[src/rtl/seq_alu_pkg.sv]
// Shared types for the handshaked sequential ALU: op codes, FSM states, flag layout.
package seq_alu_pkg;

  typedef enum logic [2:0] {
    OP_ADD = 3'd0,
    OP_SUB = 3'd1,
    OP_AND = 3'd2,
    OP_OR  = 3'd3,
    OP_XOR = 3'd4,
    OP_SLL = 3'd5,
    OP_SRL = 3'd6,
    OP_MUL = 3'd7
  } op_e;

  typedef enum logic [1:0] {
    ST_IDLE = 2'd0,
    ST_MUL  = 2'd1,
    ST_RESP = 2'd2
  } state_e;

  localparam int FLAG_N = 3;
  localparam int FLAG_Z = 2;
  localparam int FLAG_C = 1;
  localparam int FLAG_V = 0;

  function automatic logic [3:0] pack_flags(input logic n, input logic z,
                                            input logic c, input logic v);
    logic [3:0] f;
    f         = '0;
    f[FLAG_N] = n;
    f[FLAG_Z] = z;
    f[FLAG_C] = c;
    f[FLAG_V] = v;
    return f;
  endfunction

endpackage

[src/rtl/seq_multiplier.sv]
// Unsigned shift-add multiplier: the first iteration happens on the start edge,
// the remaining WIDTH-1 on following edges; done pulses once the product is final.
module seq_multiplier #(
  parameter int WIDTH = 16
) (
  input  logic               clk,
  input  logic               rst_n,
  input  logic               start,
  input  logic [WIDTH-1:0]   multiplicand,
  input  logic [WIDTH-1:0]   multiplier,
  output logic               done,
  output logic [2*WIDTH-1:0] product
);

  localparam int SHW = $clog2(WIDTH);

  logic [2*WIDTH-1:0] acc_reg;
  logic [2*WIDTH-1:0] mcand_reg;
  logic [WIDTH-1:0]   mplier_reg;
  logic [SHW-1:0]     count_reg;
  logic               busy_reg;
  logic               done_reg;

  always_ff @(posedge clk) begin
    if (!rst_n) begin
      acc_reg    <= '0;
      mcand_reg  <= '0;
      mplier_reg <= '0;
      count_reg  <= '0;
      busy_reg   <= 1'b0;
      done_reg   <= 1'b0;
    end else begin
      done_reg <= 1'b0;
      if (start) begin
        // Iteration 1 folded into the load so the total is exactly WIDTH edges.
        acc_reg    <= multiplier[0] ? {{WIDTH{1'b0}}, multiplicand} : '0;
        mcand_reg  <= {{(WIDTH-1){1'b0}}, multiplicand, 1'b0};
        mplier_reg <= multiplier >> 1;
        count_reg  <= SHW'(1);
        busy_reg   <= 1'b1;
      end else if (busy_reg) begin
        if (mplier_reg[0]) begin
          acc_reg <= acc_reg + mcand_reg;
        end
        mcand_reg  <= mcand_reg << 1;
        mplier_reg <= mplier_reg >> 1;
        count_reg  <= count_reg + SHW'(1);
        if (count_reg == SHW'(WIDTH-1)) begin
          busy_reg <= 1'b0;
          done_reg <= 1'b1;
        end
      end
    end
  end

  assign done    = done_reg;
  assign product = acc_reg;

endmodule

[src/rtl/seq_alu.sv]
// Handshaked ALU between register read and write-back: single-cycle logic/arith/shift
// ops, a WIDTH-cycle multiply, and a registered result with NZCV flags.
module seq_alu
  import seq_alu_pkg::*;
#(
  parameter int WIDTH = 16,
  parameter int SHW   = $clog2(WIDTH)
) (
  input  logic             in_clk,
  input  logic             in_rst_n,
  input  logic             in_valid,
  output logic             out_ready,
  input  logic [2:0]       in_op_sel,
  input  logic [WIDTH-1:0] in_operand_1,
  input  logic [WIDTH-1:0] in_operand_2,
  output logic             out_valid,
  input  logic             in_ready,
  output logic [WIDTH-1:0] out_result,
  output logic [3:0]       out_flags
);

  state_e state_reg, state_next;
  op_e    op;
  logic   accept;
  logic   mul_start;
  logic   mul_done;

  logic [2*WIDTH-1:0] mul_product;
  logic [WIDTH:0]     sum_ext, diff_ext;
  logic [2*WIDTH-1:0] sll_ext, srl_ext;
  logic [SHW-1:0]     shamt;
  logic [WIDTH-1:0]   alu_result;
  logic               alu_carry, alu_ovf;
  logic [3:0]         alu_flags, mul_flags;
  logic [WIDTH-1:0]   result_reg;
  logic [3:0]         flags_reg;

  assign op        = op_e'(in_op_sel);
  assign out_ready = (state_reg == ST_IDLE);
  assign out_valid = (state_reg == ST_RESP);
  assign accept    = in_valid && out_ready;
  assign mul_start = accept && (op == OP_MUL);

  seq_multiplier #(.WIDTH(WIDTH)) u_mul (
    .clk          (in_clk),
    .rst_n        (in_rst_n),
    .start        (mul_start),
    .multiplicand (in_operand_1),
    .multiplier   (in_operand_2),
    .done         (mul_done),
    .product      (mul_product)
  );

  // Shifting through a double-width window leaves the last bit shifted out at a fixed index.
  assign shamt    = in_operand_2[SHW-1:0];
  assign sum_ext  = {1'b0, in_operand_1} + {1'b0, in_operand_2};
  assign diff_ext = {1'b0, in_operand_1} - {1'b0, in_operand_2};
  assign sll_ext  = {{WIDTH{1'b0}}, in_operand_1} << shamt;
  assign srl_ext  = {in_operand_1, {WIDTH{1'b0}}} >> shamt;

  always_comb begin
    alu_result = '0;
    alu_carry  = 1'b0;
    alu_ovf    = 1'b0;
    case (op)
      OP_ADD: begin
        alu_result = sum_ext[WIDTH-1:0];
        alu_carry  = sum_ext[WIDTH];
        alu_ovf    = (in_operand_1[WIDTH-1] == in_operand_2[WIDTH-1]) &&
                     (sum_ext[WIDTH-1] != in_operand_1[WIDTH-1]);
      end
      OP_SUB: begin
        alu_result = diff_ext[WIDTH-1:0];
        alu_carry  = diff_ext[WIDTH];
        alu_ovf    = (in_operand_1[WIDTH-1] != in_operand_2[WIDTH-1]) &&
                     (diff_ext[WIDTH-1] != in_operand_1[WIDTH-1]);
      end
      OP_AND: alu_result = in_operand_1 & in_operand_2;
      OP_OR:  alu_result = in_operand_1 | in_operand_2;
      OP_XOR: alu_result = in_operand_1 ^ in_operand_2;
      OP_SLL: begin
        alu_result = sll_ext[WIDTH-1:0];
        alu_carry  = sll_ext[WIDTH];
      end
      OP_SRL: begin
        alu_result = srl_ext[2*WIDTH-1:WIDTH];
        alu_carry  = srl_ext[WIDTH-1];
      end
      default: ;
    endcase
  end

  assign alu_flags = pack_flags(alu_result[WIDTH-1], alu_result == '0, alu_carry, alu_ovf);
  assign mul_flags = pack_flags(mul_product[WIDTH-1], mul_product[WIDTH-1:0] == '0,
                                |mul_product[2*WIDTH-1:WIDTH], 1'b0);

  always_ff @(posedge in_clk) begin
    if (!in_rst_n) begin
      state_reg <= ST_IDLE;
    end else begin
      state_reg <= state_next;
    end
  end

  always_comb begin
    state_next = state_reg;
    case (state_reg)
      ST_IDLE: begin
        if (accept) begin
          state_next = (op == OP_MUL) ? ST_MUL : ST_RESP;
        end
      end
      ST_MUL:  if (mul_done) state_next = ST_RESP;
      ST_RESP: if (in_ready) state_next = ST_IDLE;
      default: state_next = ST_IDLE;
    endcase
  end

  always_ff @(posedge in_clk) begin
    if (!in_rst_n) begin
      result_reg <= '0;
      flags_reg  <= '0;
    end else if (accept && (op != OP_MUL)) begin
      result_reg <= alu_result;
      flags_reg  <= alu_flags;
    end else if ((state_reg == ST_MUL) && mul_done) begin
      result_reg <= mul_product[WIDTH-1:0];
      flags_reg  <= mul_flags;
    end
  end

  assign out_result = result_reg;
  assign out_flags  = flags_reg;

endmodule
[config.mk]
export PLATFORM = sky130hd
export DESIGN_NAME = seq_alu
export DESIGN_NICKNAME = d
export VERILOG_FILES = /design/src/rtl/seq_alu_pkg.sv /design/src/rtl/seq_multiplier.sv /design/src/rtl/seq_alu.sv
export SDC_FILE = /design/constraint.sdc
export NUM_CORES = 1
export LEC_CHECK = 0
export CORE_ASPECT_RATIO = 1.2
export CORE_MARGIN = 4
export CORE_UTILIZATION = 34
export CTS_CLUSTER_DIAMETER = 80
export CTS_CLUSTER_SIZE = 14
export DETAILED_ROUTE_END_ITERATION = 10
export DONT_BUFFER_PORTS = 1
export PLACE_DENSITY = 0.45
export SLEW_MARGIN = 15
export SYNTH_ARGS = -nofsm -noshare
export SYNTH_HDL_FRONTEND = slang
export SYNTH_SLANG_ARGS = --single-unit
export TNS_END_PERCENT = 50
[constraint.sdc]
create_clock -name in_clk -period 5.12 [get_ports in_clk]
set_clock_uncertainty 0.1 [all_clocks]
set_input_delay 1.536 -clock in_clk [delete_from_list [all_inputs] [get_ports in_clk]]
set_output_delay 1.536 -clock in_clk [all_outputs]
set_load 0.03 [all_outputs]
==> impl_results.md <==
- Number of diodes: 0
- Pin count of the biggest net entering global routing: 66
- Critical path's largest stage delay: 520 ps
- Drt pass-1 iters: 5
- Post-cts sizing count: 0
- Data required, critical path: 5310 ps
- Final Critical Period: 4550 ps
- Hold Slack: 383 ps
- Wire per inst: 23.0 um
- Nets: 1,341
- Die area: 0.0317 mm2
- Vias in the first global route: 9,405
- Via Count: 9,509
- Core area: 0.0282 mm2
- Post-Syn Area: 0.00982 mm2
- Fillers: 3,022
- Initial Util: 34.9%
- Seq/Total Area, Yosys: 21.4%
- Num CTS Buffers: 9
- Total nets after synthesis: 1,392
- Worst hold path type: register to register
- Peak Freq: 0.220 GHz
- Post-CTS setup buffers: 0
- Total negative slack: 0 ps
- Yosys top cell area share: 21.4%
- Slew Viols, Final: 0
- Adder-Cell Fraction of Synth Area: 11.2%
- RD Place Congestion: 0.924
- Delay-heaviest family, CP: simple AND/OR/NAND/NOR gates
- Most frequent cell after synthesis: nor2_1
- Worst path bufs/invs: 1
- First-pass GRT wire length: 57.0 mm
- Std-Cell Rows: 67
- GR Util All Layers: 23.0%
- Clock tree buffer depth: 2
- Layout cells sized above 1: 7.37%
- Synth cell types: 83
- Die span in x: 163 um
- Critical path fanouts, max: 14
- Leakage: 4.08 nW
- End-of-flow core utilization: 37.0%
- Switch share: 35.3%
- Critical-path top delay cell: or4_1
- Status: complete, no violations
- CTS tree: built
- Synthesis warning total: 0
- Synthesis-stage register bit count: 105
- Post-synth EDFFs: 0
- Mux share of post-synthesis cell area: 11.8%
- Crit Path Category: input port to register
- Post-synthesis simple-gate area fraction: 21.6%
- Async SR Flop Fraction: 0%
- Sw power: 0.770 mW
- CTS clk-pin slew, worst paths: 80 ps
- IO buf count: 0
- Max reg flops: 32
- Vias per cell: 5.94
- Initial antenna violation count: 0
- Gr ovfl total: 0
- Synth area leaders: dfxtp_1, ha_1, mux2i_1
- Initial DRC count: 647
- Critical Path Source Type: input port
- Most used DFF post-synth: dfxtp_1
- Internal power: 1.41 mW
- Slew @ Worst Pin: 971 ps
- Fraction of power consumed by combinational cells: 25.1%
- Final setup violation count: 0
- Leading area contributor after synthesis: dfxtp_1
- Tot Pwr: 2.18 mW
- Xor/xnor share of the synthesized area: 2.14%
- Clock power frac: 33.2%
- Largest family of logic cells by synthesized area: compound AO/OA/AOI/OAI gates
- Tcrit/Tclk final: 88.8%
- Detailed placer's ending HPWL: 27.6 mm
- Power Density: 209 mW/mm2
- Max-slew headroom: 35.0%
- CTS Hold Bufs: 0
- RSZ-0062 raised after global routing: false
- Synth Area in Compound Gates: 25.9%
- Max Cap Viol: 0
- DRT antenna net count: 0
- CP Capture Type: register
- Worst path cell trace: inv_1, ha_1, nor4_1, nand2b_1, a21oi_1, o41ai_1, a21o_1, and4_1, or4_1, or2_2, o41ai_2
- Critical path arrival: 4730 ps
- Seq pwr share: 41.8%
- Top-Level Pins: 61
- Area Overhead vs Synth: 6.21%
- Synth Area per Inst: 7.75 um2
- Most instantiated cells after synthesis: nor2_1, nand2_1, dfxtp_1
- Root buf cell: clkbuf_16
- Drt drc: 0
- CTS Sinks: 105
- Final Hold Fails: 0
- Height of the die: 194 um
- Synthesized netlist cell count: 1,267
- H-tree Lvls: 3
- Later-pin clock latency in the skew report: 380 ps
- DRT Wirelength: 36.9 mm
- Peak supply drop: 144 uV
==> per-layer routing <==
layer / part of all wire [%] / track usage, % / wire [um]
met1: 43 / 29.2 / 16000
met2: 49 / 39.9 / 18200
met3: 4.5 / 3.34 / 1650
met4: 2.8 / 7.52 / 1030
met5: 0 / 0 / 0
==> cell families after synthesis <==
group | count (synthesis)
adder cells (fa/ha/maj) | 86
flip-flops | 105
AND/OR/NAND/NOR | 441
XOR/XNOR | 24
multiplexers | 95
AO/OA/AOI/OAI | 371
buffers and inverters | 145
==> worst register-to-register path, stage by stage, from the launching register on <==
cell and delay (ps):
dfxtp_1 380, nor2_1 720, nand3_1 450, a221oi_2 300, o221ai_2 140, or4_1 490, nor4_1 320, and4bb_1 280
nand4_1 120, o41ai_2 220
==> per-stage QoR <==
step	cell area [um2]	instances	setup WS, ps
after floorplan	9820	1267	434
after global placement	10100	1584	312
after detailed placement	10100	1584	261
after CTS	10400	1600	651
after global routing	10400	1600	511
final	10400	1600	573
==> worst paths after layout <==
path / startpoint / to / slack (ps) / depth (start not counted)
setup / recovery: in_operand_1[8] / out_flags[2] / 570 / 11
setup reg to reg: state_reg[0] / out_flags[2] / 1510 / 9
hold reg to reg: u_mul.product[0] / u_mul.product[0] / 380 / 2
hold / removal: u_mul.product[0] / u_mul.product[0] / 380 / 2
==> cell usage in the layout, fill, tap and decap left out, types with 10 or more instances in the layout <==
cell	count
or2_2	10
inv_1	58
a22oi_1	14
nor2_1	133
o22ai_1	13
ha_1	83
nand2b_1	19
xor2_1	12
mux2i_1	69
a31oi_1	15
o21ai_0	50
dfxtp_1	104
a211oi_1	47
nand3_1	43
nand2_1	106
a21oi_1	89
o211ai_1	20
xnor2_1	12
buf_4	23
a21o_1	17
a311oi_1	12
nor4_1	15
nor2b_1	17
or3_1	13
and3_1	16
nor3_1	29
mux4_2	14
==> layout make-up <==
type / instances / area (um2) / area share, %
Clock buffer: 10 / 239 / 2.29
Clock inverter: 6 / 55.1 / 0.528
Inverter: 60 / 225 / 2.16
Multi-Input combinational cell: 1017 / 7150 / 68.6
Sequential cell: 105 / 2110 / 20.2
Tap cell: 379 / 474 / 4.55
Timing Repair Buffer: 23 / 173 / 1.66
==> power groups by stage <==
stage	sequential [mW]	combinational, mW	clock [mW]
detailed placement	0.933	0.538	0
floorplan	0.913	0.426	0
global route	0.917	0.599	0.779
global placement	0.933	0.544	0
CTS	0.914	0.541	0.760
finish	0.912	0.547	0.725
No activity file was read; power rests on OpenSTA's default activity.
